--- config.mk ---
export PLATFORM = sky130hd
export DESIGN_NAME = key_debounce16
export DESIGN_NICKNAME = d
export VERILOG_FILES = /design/src/rtl/key_deb_pkg.sv /design/src/rtl/sync2.sv /design/src/rtl/key_debounce16.sv
export SDC_FILE = /design/constraint.sdc
export NUM_CORES = 1
export LEC_CHECK = 0
export CAP_MARGIN = 20
export CORE_MARGIN = 1.5
export CORE_UTILIZATION = 30
export DETAILED_ROUTE_END_ITERATION = 7
export HOLD_SLACK_MARGIN = 0.08
export PLACE_DENSITY = 0.59
export SKIP_LAST_GASP = 1
export SYNTH_ARGS = -nofsm -noshare
export SYNTH_HDL_FRONTEND = slang
export SYNTH_HIERARCHICAL = 1
export SYNTH_SLANG_ARGS = --single-unit
--- constraint.sdc ---
create_clock -name clk -period 2.2 [get_ports clk]
set_input_delay 0.22 -clock clk [delete_from_list [all_inputs] [get_ports clk]]
set_output_delay 0.22 -clock clk [all_outputs]
set_load 0.005 [all_outputs]
--- src/rtl/key_deb_pkg.sv ---
// -----------------------------------------------------------------------------
// key_deb_pkg
// Shared constants for the 16-key debouncer (key_debounce16) and its helpers.
//   KEY_W             : number of keys
//   KEY_IDLE          : key vector with no key pressed (active-low keys)
//   RPT_W             : width of the auto-repeat counter
//   DEB_CYCLES_DEF    : default debounce window in clocks
//   REPEAT_CYCLES_DEF : default auto-repeat period in clocks
// -----------------------------------------------------------------------------
package key_deb_pkg;
  localparam int                 KEY_W             = 16;
  localparam logic [KEY_W-1:0]   KEY_IDLE          = 16'hFFFF;
  localparam int                 RPT_W             = 24;
  localparam int                 DEB_CYCLES_DEF    = 50000;
  localparam int                 REPEAT_CYCLES_DEF = 5000000;
endpackage

--- src/rtl/sync2.sv ---
// -----------------------------------------------------------------------------
// sync2
// Two-flop synchronizer for a vector of asynchronous inputs. Both stages
// reset to all-ones so an idle active-low input never shows a false edge
// when reset is released.
// Ports:
//   clk   : sampling clock
//   rst_n : asynchronous active-low reset (flops go to all-ones)
//   i_d   : asynchronous input vector
//   o_q   : synchronized output vector (two clocks of latency)
// -----------------------------------------------------------------------------
module sync2 #(
  parameter int W = 1
) (
  input  logic         clk,
  input  logic         rst_n,
  input  logic [W-1:0] i_d,
  output logic [W-1:0] o_q
);
  logic [W-1:0] r_meta;
  logic [W-1:0] r_sync;

  always_ff @(posedge clk or negedge rst_n) begin
    if (!rst_n) begin
      r_meta <= '1;
      r_sync <= '1;
    end else begin
      r_meta <= i_d;
      r_sync <= r_meta;
    end
  end

  assign o_q = r_sync;
endmodule

--- src/rtl/key_debounce16.sv ---
// -----------------------------------------------------------------------------
// key_debounce16
// Debounces 16 active-low keys with one shared stability window and reports
// press events as a one-clock pulse plus a mask of the keys just pressed.
// Optional auto-repeat is built only when the macro KEY_DEB_REPEAT_EN is
// defined; otherwise REPEAT_CYCLES is accepted but unused by the logic.
// Parameters:
//   DEB_CYCLES    : stable clocks needed to commit a change (2..65535)
//   REPEAT_CYCLES : auto-repeat period in clocks (2..2^24-1)
// Ports:
//   clk        : clock, all state changes on rising edge
//   rst_n      : asynchronous active-low reset
//   key_raw_n  : raw bouncing keys, 0 = pressed
//   key_n      : debounced registered keys, 0 = pressed
//   press_vld  : one-clock press event pulse
//   press_mask : active-high keys causing the event, 0 when press_vld=0
// -----------------------------------------------------------------------------
module key_debounce16
  import key_deb_pkg::*;
#(
  parameter int DEB_CYCLES    = DEB_CYCLES_DEF,
  parameter int REPEAT_CYCLES = REPEAT_CYCLES_DEF
) (
  input  logic             clk,
  input  logic             rst_n,
  input  logic [KEY_W-1:0] key_raw_n,
  output logic [KEY_W-1:0] key_n,
  output logic             press_vld,
  output logic [KEY_W-1:0] press_mask
);
  localparam int               CNT_W    = $clog2(DEB_CYCLES);
  localparam logic [CNT_W-1:0] CNT_LAST = CNT_W'(DEB_CYCLES - 1);

  // Elaboration-time range checks on the configuration.
  if (DEB_CYCLES < 2 || DEB_CYCLES > 65535) begin : g_bad_deb
    $error("key_debounce16: DEB_CYCLES out of range 2..65535");
  end
  if (REPEAT_CYCLES < 2 || REPEAT_CYCLES > (1 << RPT_W) - 1) begin : g_bad_rpt
    $error("key_debounce16: REPEAT_CYCLES out of range 2..2^24-1");
  end

  logic [KEY_W-1:0] w_sync_n;
  logic [KEY_W-1:0] r_cand;
  logic [CNT_W-1:0] r_cnt;
  logic [KEY_W-1:0] r_key_n;
  logic             w_commit;
  logic [KEY_W-1:0] w_new_press;
  logic             r_press_vld;
  logic [KEY_W-1:0] r_press_mask;

  // Synchronizer stage
  sync2 #(
    .W (KEY_W)
  ) u_sync2 (
    .clk   (clk),
    .rst_n (rst_n),
    .i_d   (key_raw_n),
    .o_q   (w_sync_n)
  );

  // Debounce stage: one window shared by all keys
  always_comb begin
    w_commit    = (w_sync_n == r_cand) && (r_cand != r_key_n) && (r_cnt == CNT_LAST);
    // Keys going 1->0 in the committed vector; releases contribute nothing.
    w_new_press = r_key_n & ~r_cand;
  end

  always_ff @(posedge clk or negedge rst_n) begin
    if (!rst_n) begin
      r_cand  <= KEY_IDLE;
      r_cnt   <= '0;
      r_key_n <= KEY_IDLE;
    end else if (w_sync_n != r_cand) begin
      // Any change on any key restarts the window for every key.
      r_cand <= w_sync_n;
      r_cnt  <= '0;
    end else if (r_cand != r_key_n) begin
      if (r_cnt == CNT_LAST) begin
        r_key_n <= r_cand;
        r_cnt   <= '0;
      end else begin
        r_cnt <= r_cnt + CNT_W'(1);
      end
    end else begin
      r_cnt <= '0;
    end
  end

  // Event stage
`ifdef KEY_DEB_REPEAT_EN
  localparam logic [RPT_W-1:0] RPT_LAST = RPT_W'(REPEAT_CYCLES - 1);
  logic [RPT_W-1:0] r_rpt;

  always_ff @(posedge clk or negedge rst_n) begin
    if (!rst_n) begin
      r_rpt        <= '0;
      r_press_vld  <= 1'b0;
      r_press_mask <= '0;
    end else if (w_commit) begin
      // A commit outranks a coinciding repeat expiry: one pulse only.
      r_rpt        <= '0;
      r_press_vld  <= |w_new_press;
      r_press_mask <= w_new_press;
    end else if (r_key_n == KEY_IDLE) begin
      r_rpt        <= '0;
      r_press_vld  <= 1'b0;
      r_press_mask <= '0;
    end else if (r_rpt == RPT_LAST) begin
      r_rpt        <= '0;
      r_press_vld  <= 1'b1;
      r_press_mask <= ~r_key_n;
    end else begin
      r_rpt        <= r_rpt + RPT_W'(1);
      r_press_vld  <= 1'b0;
      r_press_mask <= '0;
    end
  end
`else
  always_ff @(posedge clk or negedge rst_n) begin
    if (!rst_n) begin
      r_press_vld  <= 1'b0;
      r_press_mask <= '0;
    end else if (w_commit) begin
      r_press_vld  <= |w_new_press;
      r_press_mask <= w_new_press;
    end else begin
      r_press_vld  <= 1'b0;
      r_press_mask <= '0;
    end
  end
`endif

  assign key_n      = r_key_n;
  assign press_vld  = r_press_vld;
  assign press_mask = r_press_mask;
endmodule
# --- Yosys cells after proc, flatten, opt, wreduce, memory -nomap -nowiden ---
# Cells that the tools add are included.
word_totals:
  ff_bits: 97
  input_bits: 18
  output_inout_bits: 33
  word_cells: 24
classes:
  addsub: 1
  n_eq_ne: 4
  muxes: 5
  n_bitwise: 3
  reduce_logical: 4
ops:
  columns: ["cell", "n"]
  rows:
  - ["16-bit two-way mux", 4]
  - ["16-bit inequality test", 2]
  - ["16-bit by 1-bit adder with 16-bit output, second input constant", 1]
  - ["16-bit AND", 1]
  - ["16-bit == test", 1]
  - ["16-bit == test, second input constant", 1]
  - ["16-bit NOT", 1]
  - ["16-bit OR reduction", 1]
  - ["3-bit AND reduction", 1]
  - ["1-bit logical AND", 2]
  - ["1-bit two-way mux", 1]
  - ["1-bit NOT", 1]

# --- Longest topological paths before layout ---
# Gate-level depths: netlist (run 1).
depth:
  ltp_word: 4
  mapped_depth: 8
  mapped_depth_nobuf: 7

# --- Hierarchy ---
# Netlist (run 1), hierarchy kept.
by_module_without_submodules:
  columns: ["module", "n_inst", "cells_per_inst", "area_each_um2"]
  rows:
  - ["key_debounce16", 1, 244, 2917.8]
  - ["sync2", 1, 32, 840.8]

# --- Least setup slack after synthesis (run 1) ---
# Ideal clock, no wire load.
synth_timing:
  path_type: "register -> register"
  start: "reg r_cand[12]"
  end: "reg r_key_n[10] (netlist: key_n[10])"
  setup_ps: 82
  arrival_ps: 1978
  t_required_ps: 2118
  path_slack_ps: 140
  stages_incl_launch_ff: 7
  n_path_buf: 1
  cell_sequence: "dfstp_2 xnor2_1 nand4_1 nor4_2 nor3b_2 buf_6 mux2_2"
synth_between:
  elab_chain_len: 3
synth_lines:
  columns: ["item", "line", "source"]
  rows:
  - ["start: declaration", "key_debounce16.sv:43", "logic [KEY_W-1:0] r_cand;"]
  - ["start signal: assignment", "key_debounce16.sv:75", "r_cand <= w_sync_n;"]
  - ["16-bit inequality test", "key_debounce16.sv:73", "end else if (w_sync_n != r_cand) begin"]
  - ["1-bit NOT (no source line)", null, null]
  - ["3-bit AND reduction (no source line) (*)", null, null]
  - ["end signal: assignment", "key_debounce16.sv:79", "r_key_n <= r_cand;"]
  - ["end: declaration", "key_debounce16.sv:45", "logic [KEY_W-1:0] r_key_n;"]
# Mark *: on every way between the ends. The rest lies on a longest branch, timed or not.
# A chain may end at the register's enable or synchronous reset.

# --- Final worst setup path (run 1) ---
layout_timing:
  start: "reg r_cand[2]"
  end: "reg r_key_n[2] (netlist: key_n[2])"
layout_between:
  elab_chain_len: 3
layout_lines:
  columns: ["item", "line"]
  rows:
  - ["16-bit inequality test", "key_debounce16.sv:73"]
  - ["1-bit NOT (no source line)", null]
  - ["3-bit AND reduction (no source line)", null]
# Several ways; a longest one is shown, not always the timed one.

==> results of run 1 <==
-- flip-flops by register name, summed over array words and instances (netlist names) --
register        flops
key_n              16
press_mask         16
u_sync2/r_meta     16
u_sync2/o_q        16
r_cnt              16
r_cand             16
press_vld           1
-- kinds of logic (layout without fill, tap and decap cells) --
| family | after synthesis | count (layout) | synth area share (%) |
|---|---|---|---|
| AND/OR/NAND/NOR | 76 | 76 | 11.29 |
| XOR/XNOR | 30 | 30 | 6.991 |
| AO/OA/AOI/OAI | 1 | 1 | 0.2331 |
| multiplexers | 16 | 16 | 4.794 |
| adder cells (fa/ha/maj) | 17 | 17 | 5.659 |
| flip-flops | 97 | 97 | 66.71 |
| buffers and inverters | 39 | 90 | 4.327 |
-- metal layers --
layer / GRT usage, % / vias up
met5: 0 / -
met1: 14.37 / 989
met3: 2.688 / 10
met4: 5.185 / 0
met2: 17.18 / 40
li1: - / 988
-- worst max-delay path: cells and delay by family (launching register included) --
family | cells | cell delay [ns]
xor gates and xnor gates | 1 | 0.12
buffers and inverters | 1 | 0.20
DFF | 1 | 0.55
muxes | 1 | 0.35
and+or+nand+nor | 3 | 0.81
-- power by group --
| group | total [mW] | switching [mW] | leakage [nW] | internal [mW] |
|---|---|---|---|---|
| sequential | 1.90 | 0.0304 | 1.13 | 1.87 |
| combinational | 0.117 | 0.0583 | 0.726 | 0.0585 |
| clock | 1.61 | 0.679 | 0.152 | 0.928 |
-- worst min-delay path by stage --
stage	endpoint	startpoint	slack, ns
2_1_floorplan	press_mask[0]$_DFF_PN0_	rst_n	-0.08
3_3_place_gp	r_cnt[6]$_DFF_PN0_	rst_n	0.26
3_5_place_dp	r_cnt[8]$_DFF_PN0_	rst_n	0.27
4_1_cts	u_sync2/r_meta[8]$_DFF_PN1_	key_raw_n[8]	0.27
5_1_grt	u_sync2/r_meta[8]$_DFF_PN1_	key_raw_n[8]	0.26
6_report	u_sync2/r_meta[8]$_DFF_PN1_	key_raw_n[8]	0.28
-- per-stage QoR --
stage	TNS, ns	std cells	area, um^2
final	0	495	4778
after global routing	-0.5917	495	4778
after CTS	0	495	4756
after detailed placement	0	478	4434
after global placement	0	478	4434
after floorplan	0	276	3759
-- cells in the final DEF (no fill, tap or decap), types with 2 or more instances in the layout --
cell	Yosys	routed
and2_1	17	17
and3_1	2	2
buf_12	0	2
buf_4	0	2
buf_6	2	2
clkbuf_16	0	9
clkdlybuf4s50_1	0	49
dfrtp_1	33	33
dfstp_2	64	64
ha_1	17	17
inv_1	18	18
inv_6	0	2
mux2_2	16	16
nand2_1	7	7
nand3_1	3	3
nand4_1	13	13
nor2_1	18	18
nor3_1	4	4
nor4_1	5	5
xnor2_1	24	24
xor2_1	6	6
-- layout make-up --
class	count	area, um^2
Inverter	18	67.56
Timing Repair Buffer	56	578.1
Clock inverter	6	72.57
Sequential cell	97	2507
Multi-Input combinational cell	140	1104
Fill cell	1197	7333
Clock buffer	10	239.0
Tap cell	168	210.2
-- repair_timing --
action	4_1_cts	5_1_grt
resized for setup	0	4
hold buffers	1	0
setup endpoints to repair	0	16
hold endpoints to repair	30	0
==> summary.txt, run 1 <==
Run status
  • Outcome: finished, final reports clean

Floorplanning
  • Effective utilization at floorplan: 31.03%
  • Num rows: 40
  • Core ar.: 0.01211 mm^2
  • Die width: 114.9 um
  • Die area: 0.01321 mm^2
  • I/O Pins: 51
  • Die H: 114.9 um

Synthesis
  • Post-synth top area share: 44.74%
  • Largest cells by area after synthesis: dfstp_2, dfrtp_1, ha_1, xnor2_1, mux2_2
  • Sequential cell area fraction in the yosys report: 66.71%
  • Synth Flop Type: dfstp_2
  • Synth async-reset ratio: 100.0%
  • Mapped Cells: 276
  • Most common cell in the netlist: dfstp_2
  • Syn avg cell area: 13.62 um^2
  • Synth unique cells: 26
  • Most frequent cells after synthesis: dfstp_2, dfrtp_1, xnor2_1
  • Area of the mapped netlist: 0.003759 mm^2
  • Ys Warns: 6
  • Yosys reg bits: 97
  • Synthesized Nets: 311
  • Number of flops mapped to enable cells by yosys: 0
  • Yosys top cell by area: dfstp_2

Power
  • P per Cell Area: 757.8 mW/mm^2
  • Peak VDD IR: 0.4033 mV
  • Tot Pwr: 3.621 mW
  • Leak: 2.009 nW

Route
  • WL met3: 230 um
  • Final antenna-violating net count: 0
  • Top routing layer in use: met4
  • Met2 WL: 3.128 mm
  • Routed WL: 6.630 mm
  • Via/cell ratio: 4.095
  • DRC Markers: 0
  • DRT met1 WL: 3.138 mm
  • Vias: 2027
  • Drt pass-1 iters: 4
  • Wirelength per Cell: 13.39 um
  • DR iter-0 viols: 73

Clock network
  • CTS Buffer Depth: 2
  • Root Driver: clkbuf_16
  • Worst-path clk slew: 0.07 ns
  • Post-CTS setup buffer count: 0
  • CTS tree: built
  • Clock latency on the worst-skew pair: 0.34 ns
  • CTS Buf Count: 9
  • CTS sink cnt: 97
  • CTS H-Tree Depth: 3

Timing
  • Worst slew pin tran: 0.5826 ns
  • Final worst path period share: 95.47%
  • Final Slew Violations: 0
  • Peak Freq: 0.4761 GHz
  • Final hold violations: 0
  • Unrepaired setup endpoints after global routing: yes
  • Rel. slew slack: 61.16%
  • Clock skew: 0.005941 ns
  • Final number of setup-violating endpoints: 0
  • Hold slack: 0.2778 ns
  • Final min period: 2.100 ns
  • Final WS setup: 0.09964 ns

Worst setup path
  • Crit Path Max Fanout: 13
  • Capture point of the worst path: key_n[2]$_DFFE_PN1P_
  • Crit. End Element: flip-flop
  • Worst r2r src: r_cand[2]$_DFFE_PN1N_
  • CP required: 2.47 ns
  • Setup CP Type: flip-flop to flip-flop
  • Reg2reg setup slack: 0.1 ns
  • Slowest-stage cell, CP: dfstp_2
  • FF-to-FF End: key_n[2]$_DFFE_PN1P_
  • Reg2reg path depth: 6
  • Worst path cell trace: xnor2_1 > nand4_1 > nor4_4 > nor3b_4 > buf_6 > mux2_2
  • Worst Setup Start Kind: flip-flop
  • Critical Path Source: r_cand[2]$_DFFE_PN1N_
  • CP peak stage delay: 0.55 ns
  • CP arrival: 2.37 ns

Global route
  • First-pass GRT wire length: 10.92 mm
  • Largest net degree at the start of global routing: 54
  • Final global-route overflow total: 0
  • Initial antenna violation count: 0
  • Number of global-route vias before repair: 2120
  • Gr usage total: 10.97%

Placement
  • Placer Congestion: 0.7543
  • Post-Place Worst Slack: 0.05961 ns
  • Post-DP HPWL: 4.906 mm
  • # port buffers: 50

Cells and area
  • N_diodes: 0
  • Synthesis-to-finish area growth: 27.13%
  • Nets: 357
  • Final core utilization: 39.45%
  • Layout cell share with drive strength beyond 1: 32.42%

Worst hold path
  • WHS Path Cells: 1
  • Worst Hold Class: input pin to flip-flop

Flow run
  • Max cap viols: 0
Note: power is estimated with default switching activity, not from simulation.
==> inputs of run 2 (changes only) <==
--- a/config.mk
+++ b/config.mk
@@ -7,10 +7,10 @@
 export LEC_CHECK = 0
 export CAP_MARGIN = 20
 export CORE_MARGIN = 1.5
-export CORE_UTILIZATION = 30
+export CORE_UTILIZATION = 49
 export DETAILED_ROUTE_END_ITERATION = 7
 export HOLD_SLACK_MARGIN = 0.08
-export PLACE_DENSITY = 0.59
+export PLACE_DENSITY = 0.83
 export SKIP_LAST_GASP = 1
 export SYNTH_ARGS = -nofsm -noshare
 export SYNTH_HDL_FRONTEND = slang
==> run 2 against run 1 <==
- fmax fell by 2.6%
- worst hold slack got worse by 0.050 ns
- routed wire length fell by 5.7%
- largest cell class unchanged
- highest routed layer unchanged
==> summary.txt, run 2 (synthesis results as in run 1) <==
Run status
  • Outcome: finished, final reports clean

Worst setup path
  • Reg2reg setup slack: 0.04 ns
  • Reg2reg path depth: 7
  • CP required: 2.49 ns
  • FF-to-FF End: key_n[4]$_DFFE_PN1P_
  • Crit Path Max Fanout: 8
  • Worst Setup Start Kind: flip-flop
  • Setup CP Type: flip-flop to flip-flop
  • Crit. End Element: flip-flop
  • CP arrival: 2.45 ns
  • Worst r2r src: r_cand[9]$_DFFE_PN1N_
  • Critical Path Source: r_cand[9]$_DFFE_PN1N_

Floorplanning
  • Die width: 90.58 um
  • Die area: 0.008205 mm^2
  • I/O Pins: 51
  • Die H: 90.58 um
  • Num rows: 31
  • Effective utilization at floorplan: 51.27%
  • Core ar.: 0.007331 mm^2

Timing
  • Final min period: 2.157 ns
  • Rel. slew slack: 59.29%
  • Final hold violations: 0
  • Unrepaired setup endpoints after global routing: yes
  • Worst slew pin tran: 0.6106 ns
  • Final number of setup-violating endpoints: 0
  • Final worst path period share: 98.04%
  • Peak Freq: 0.4636 GHz
  • Final Slew Violations: 0
  • Clock skew: 0.01223 ns

Route
  • DRC Markers: 0
  • Via/cell ratio: 4.829
  • Routed WL: 6.249 mm
  • Final antenna-violating net count: 0
  • Drt pass-1 iters: 4
  • DR iter-0 viols: 98
  • Vias: 2086
  • Wirelength per Cell: 14.47 um

Placement
  • Placer Congestion: 0.8187
  • Area of placed instances: 0.004355 mm^2
  • Post-DP HPWL: 4.386 mm
  • # port buffers: 50
  • Dpl cells: 410

Power
  • Leak: 2.018 nW
  • P per Cell Area: 660.3 mW/mm^2
  • Register share of total power: 60.9%
  • Switching share of total power: 22.35%
  • Logic gate share of total power: 3.8%
  • Clock Power Share: 35.3%
  • P_int: 2.425 mW
  • Peak VDD IR: 0.4767 mV
  • Switching Power: 0.6979 mW

Clock network
  • Clock latency on the worst-skew pair: 0.36 ns
  • CTS sink cnt: 97
  • CTS Buf Count: 9
  • Root Driver: clkbuf_8
  • Worst-path clk slew: 0.09 ns
  • CTS H-Tree Depth: 3
  • CTS tree: built
  • CTS Buffer Depth: 2

Cells and area
  • Final Instance Area: 0.004730 mm^2
  • Layout cell share with drive strength beyond 1: 36.34%
  • Synthesis-to-finish area growth: 25.83%
  • FILL cells: 507
  • Leading cell type in the layout, fill and taps excluded: dfstp_2
  • N_diodes: 0
  • Nets: 363
  • Post-Layout Cell Count: 432
  • Most frequent cells in the layout: dfstp_2, clkdlybuf4s50_1, dfrtp_1

Global route
  • Initial antenna violation count: 0
  • Final global-route overflow total: 0
  • Number of global-route vias before repair: 2136
  • First-pass GRT wire length: 10.13 mm
  • Gr usage total: 16.13%
  • Largest net degree at the start of global routing: 54

Flow run
  • Max cap viols: 0

Worst hold path
  • Worst Hold Class: input pin to async pin
[run 2: changes by cell type in the layout (fill, tap and decap cells not counted), moves of 2 or more]
cell	delta
ha_4	+2
clkbuf_16	-6
xnor2_1	-4
mux2_4	+4
inv_2	+2
ha_1	-2
mux2_2	-4
xnor2_2	+4
inv_1	-2
clkbuf_8	+8
buf_4	+4
[run 2: power groups by stage]
stage / Sequential (mW) / Combinational, mW / Clock [mW]
after floorplan: 1.92 / 0.0489 / 0
after global placement: 1.92 / 0.112 / 0
after detailed placement: 1.93 / 0.114 / 0
after CTS: 1.90 / 0.116 / 1.13
after global routing: 1.91 / 0.135 / 1.22
final: 1.90 / 0.120 / 1.10
[run 2: worst max path at each step]
| stage | endpoint | slack [ns] | depth (start not counted) |
|---|---|---|---|
| after floorplan | key_n[10]$_DFFE_PN1P_ | 0.14 | 6 |
| after global placement | key_n[3]$_DFFE_PN1P_ | 0.12 | 6 |
| after detailed placement | key_n[2]$_DFFE_PN1P_ | 0.009 | 6 |
| after CTS | key_n[2]$_DFFE_PN1P_ | 0.02 | 6 |
| after global routing | key_n[0]$_DFFE_PN1P_ | -0.05 | 7 |
| final | key_n[4]$_DFFE_PN1P_ | 0.04 | 7 |
[run 2: repair_timing]
item / 4_1_cts / 5_1_grt
hold buffers: 0 / 0
cloned: 0 / 2
setup buffers: 0 / 4
gates resized for setup: 2 / 16
pin swaps: 0 / 6
setup endpoints to repair: 11 / 12
[run 2: final cells by class]
type,instances,area [um^2],share of cell area (%)
flip-flops and latches,97,2507,53.02
multi-input cells,140,1176,24.87
repair buffers,62,659.4,13.94
clock buffers,11,152.6,3.228
well taps,99,123.9,2.619
inverters,18,67.56,1.429
clock inverters,5,42.54,0.8995
[run 2: routing by layer]
layer	global-route usage [%]	share of wire [%]	up-vias
met5	0	0	-
met4	5.291	2.0	0
met3	4.798	4.3	12
met2	25.44	48	53
met1	21.43	45	1019
li1	-	-	1002
[run 2: worst max-delay path: stages, from the launching register on]
cell and delay [ns]:
dfstp_2 0.59, xnor2_2 0.12, nand4_1 0.17, nor4_4 0.32
nor3b_4 0.26, buf_6 0.16, buf_12 0.12, mux2_2 0.34
[run 2: per-stage QoR]
stage	hold WS (ns)	power [mW]	utilization (%)	TNS [ns]	worst slack, ns
2_1_floorplan	-0.07559	1.966	-	0	0.1395
3_3_place_gp	0.3454	2.036	59.41	0	0.1216
3_5_place_dp	0.3468	2.042	59.41	0	0.009171
4_1_cts	0.2323	3.149	62.28	0	0.02244
5_1_grt	0.2306	3.260	64.52	-0.4730	-0.05221
6_report	0.2276	3.123	64.52	0	0.04319
==> inputs of run 3 (changes only) <==
--- a/config.mk
+++ b/config.mk
@@ -14,5 +14,4 @@
 export SKIP_LAST_GASP = 1
 export SYNTH_ARGS = -nofsm -noshare
 export SYNTH_HDL_FRONTEND = slang
-export SYNTH_HIERARCHICAL = 1
 export SYNTH_SLANG_ARGS = --single-unit
==> run 3 against run 2 <==
- die area shrank 0.32%
- routed wire length shrank 3.7%
- sequential cell count is the same
- critical path type unchanged
==> summary.txt, run 3 <==
Worst setup path
  • CP arrival: 2.44 ns
  • Setup CP Type: flip-flop to flip-flop
  • Worst r2r src: r_cand[7]$_DFFE_PN1N_
  • Worst Setup Start Kind: flip-flop
  • FF-to-FF End: key_n[12]$_DFFE_PN1P_
  • Reg2reg setup slack: 0.06 ns
  • Critical Path Source: r_cand[7]$_DFFE_PN1N_
  • Crit. End Element: flip-flop
  • Capture point of the worst path: key_n[12]$_DFFE_PN1P_
  • Reg2reg path depth: 6
  • Crit Path Max Fanout: 19
  • CP required: 2.50 ns

Global route
  • Largest net degree at the start of global routing: 58
  • Final global-route overflow total: 0
  • M3 GR Usage: 3.535%
  • Met1 Track Usage GR: 20.80%
  • Number of global-route vias before repair: 2085
  • Busiest grt layer: met2
  • Met2 usage: 26.89%
  • Initial antenna violation count: 0
  • Gr usage total: 16.37%
  • First-pass GRT wire length: 10.23 mm

Route
  • Final antenna-violating net count: 0
  • Via/cell ratio: 4.857
  • Drt pass-1 iters: 4
  • Routed WL: 6.019 mm
  • Wirelength per Cell: 14.13 um
  • DRC Markers: 0
  • Vias: 2069
  • DR iter-0 viols: 56

Synthesis
  • Synth async-reset ratio: 100.0%
  • Most common cell in the netlist: dfstp_2
  • Synth Flop Type: dfstp_2
  • Number of flops mapped to enable cells by yosys: 0
  • Yosys top cell by area: dfstp_2
  • Sequential cell area fraction in the yosys report: 66.93%
  • Yosys reg bits: 97
  • Synthesized Nets: 309
  • Post-Synth XOR/XNOR Area: 7.014%
  • Most frequent cells after synthesis: dfstp_2, dfrtp_1, xnor2_1
  • Multiplexer area fraction after synthesis: 4.810%
  • Area of the mapped netlist: 0.003746 mm^2
  • Syn avg cell area: 13.67 um^2
  • Ys Warns: 0
  • Largest family of logic cells by synthesized area: simple AND/OR/NAND/NOR gates
  • Synth Area in Simple Gates: 11.32%
  • Post-synthesis adder-cell area fraction: 5.678%
  • Post-synth top area share: 44.89%
  • Synth unique cells: 22
  • Post-synthesis compound-gate area fraction: 0.2338%
  • Largest cells by area after synthesis: dfstp_2, dfrtp_1, ha_1, mux2_1, xnor2_1
  • Mapped Cells: 274

Cells and area
  • Most frequent cells in the layout: dfstp_2, clkdlybuf4s50_1, dfrtp_1
  • Leading cell type in the layout, fill and taps excluded: dfstp_2
  • Synthesis-to-finish area growth: 21.94%
  • N_diodes: 0
  • Post-Layout Cell Count: 426
  • Layout cell share with drive strength beyond 1: 27.22%
  • Nets: 357

Timing
  • Final number of setup-violating endpoints: 0
  • Clock skew: 0.01091 ns
  • Final worst path period share: 97.29%
  • Hold slack: 0.2502 ns
  • Final min period: 2.140 ns
  • Rel. slew slack: 65.35%
  • Unrepaired setup endpoints after global routing: yes
  • Peak Freq: 0.4672 GHz
  • Final hold violations: 0
  • Final Slew Violations: 0
  • Worst slew pin tran: 0.5198 ns

Clock network
  • CTS tree: built
  • CTS Buffer Depth: 2
  • CTS H-Tree Depth: 3
  • Root Driver: clkbuf_8
  • CTS sink cnt: 97
  • Clock latency on the worst-skew pair: 0.36 ns
  • Post-CTS setup buffer count: 0
  • CTS Buf Count: 9
  • Worst-path clk slew: 0.10 ns

Flow run
  • Max cap viols: 0

Placement
  • Dpl cells: 409
  • # port buffers: 50
  • Placer Congestion: 0.8170
  • Post-DP HPWL: 4.403 mm

Floorplanning
  • Die H: 90.44 um
  • Die area: 0.008178 mm^2
  • Core ar.: 0.007331 mm^2
  • Num rows: 31
  • Effective utilization at floorplan: 51.10%
  • I/O Pins: 51
  • Die width: 90.44 um

Power
  • Leak: 1.995 nW
  • P per Cell Area: 680.6 mW/mm^2
  • Peak VDD IR: 0.5862 mV
  • Tot Pwr: 3.109 mW

Run status
  • Outcome: finished, final reports clean

Worst hold path
  • Worst Hold Class: input pin to flip-flop
  • WHS Path Cells: 1
## run 3: cell types whose count changed after synthesis, sizes merged, moves of 2 or more
cell,change
nor3,-2
xnor2,-4
nand3,+5
xor2,+4
## run 3: where the power goes
| part | switching, mW | internal, mW |
|---|---|---|
| Sequential | 0.0310 | 1.87 |
| Combinational | 0.0583 | 0.0584 |
| Clock | 0.654 | 0.442 |
## run 3: final cells by class
| type | instances | area, um^2 |
|---|---|---|
| clock buffer | 9 | 123.9 |
| clock inverter | 7 | 70.07 |
| fill | 548 | 2763 |
| inverter | 17 | 63.81 |
| multi-input combinational | 140 | 1097 |
| sequential | 97 | 2507 |
| tap | 99 | 123.9 |
| timing repair buffer | 57 | 581.8 |
## run 3: worst min path at each step
stage                     slack, ns                      endpoint     startpoint
after floorplan               -0.08       press_mask[0]$_DFF_PN0_          rst_n
after global placement         0.23       press_mask[6]$_DFF_PN0_          rst_n
after detailed placement       0.23       press_mask[7]$_DFF_PN0_          rst_n
after CTS                      0.23   u_sync2.r_meta[9]$_DFF_PN1_   key_raw_n[9]
after global routing           0.23  u_sync2.r_meta[12]$_DFF_PN1_  key_raw_n[12]
final                          0.25   u_sync2.r_meta[3]$_DFF_PN1_   key_raw_n[3]
## run 3: cells by family after synthesis
family,count (synthesis)
flops,97
simple gates,76
buf+inv,37
xor+xnor,30
fa+ha+maj,17
mux,16
compound gates,1
## run 3: worst max-delay path, stage by stage (launching register included)
cell and delay, ns:
dfstp_2 0.57, xnor2_1 0.13, nand4_1 0.16, nor4_4 0.35, nor3b_4 0.27, buf_4 0.24, mux2_1 0.34
## run 3: layer usage
| metal | share of wire [%] | vias to the layer above |
|---|---|---|
| met4 | 1.7 | 0 |
| met1 | 46 | 1038 |
| met3 | 2.8 | 9 |
| met2 | 50 | 37 |
| li1 | - | 985 |
| met5 | 0 | - |
## run 3: timing repair
action	CTS	global route
hold endpoints to repair	27	0
gates cloned	0	0
endpoints found under the setup margin	1	16
hold buffers	1	0
resized for setup	1	1
## run 3: metrics by stage
stage                     area [um^2]  setup WS, ns  util, %  setup TNS [ns]
after detailed placement         4352       0.01392    59.36               0
after floorplan                  3746       0.03446        -               0
after global routing             4568      -0.05610    62.31         -0.1766
after global placement           4352        0.1343    59.36               0
final                            4568       0.05969    62.31               0
after CTS                        4564      0.007861    62.26               0
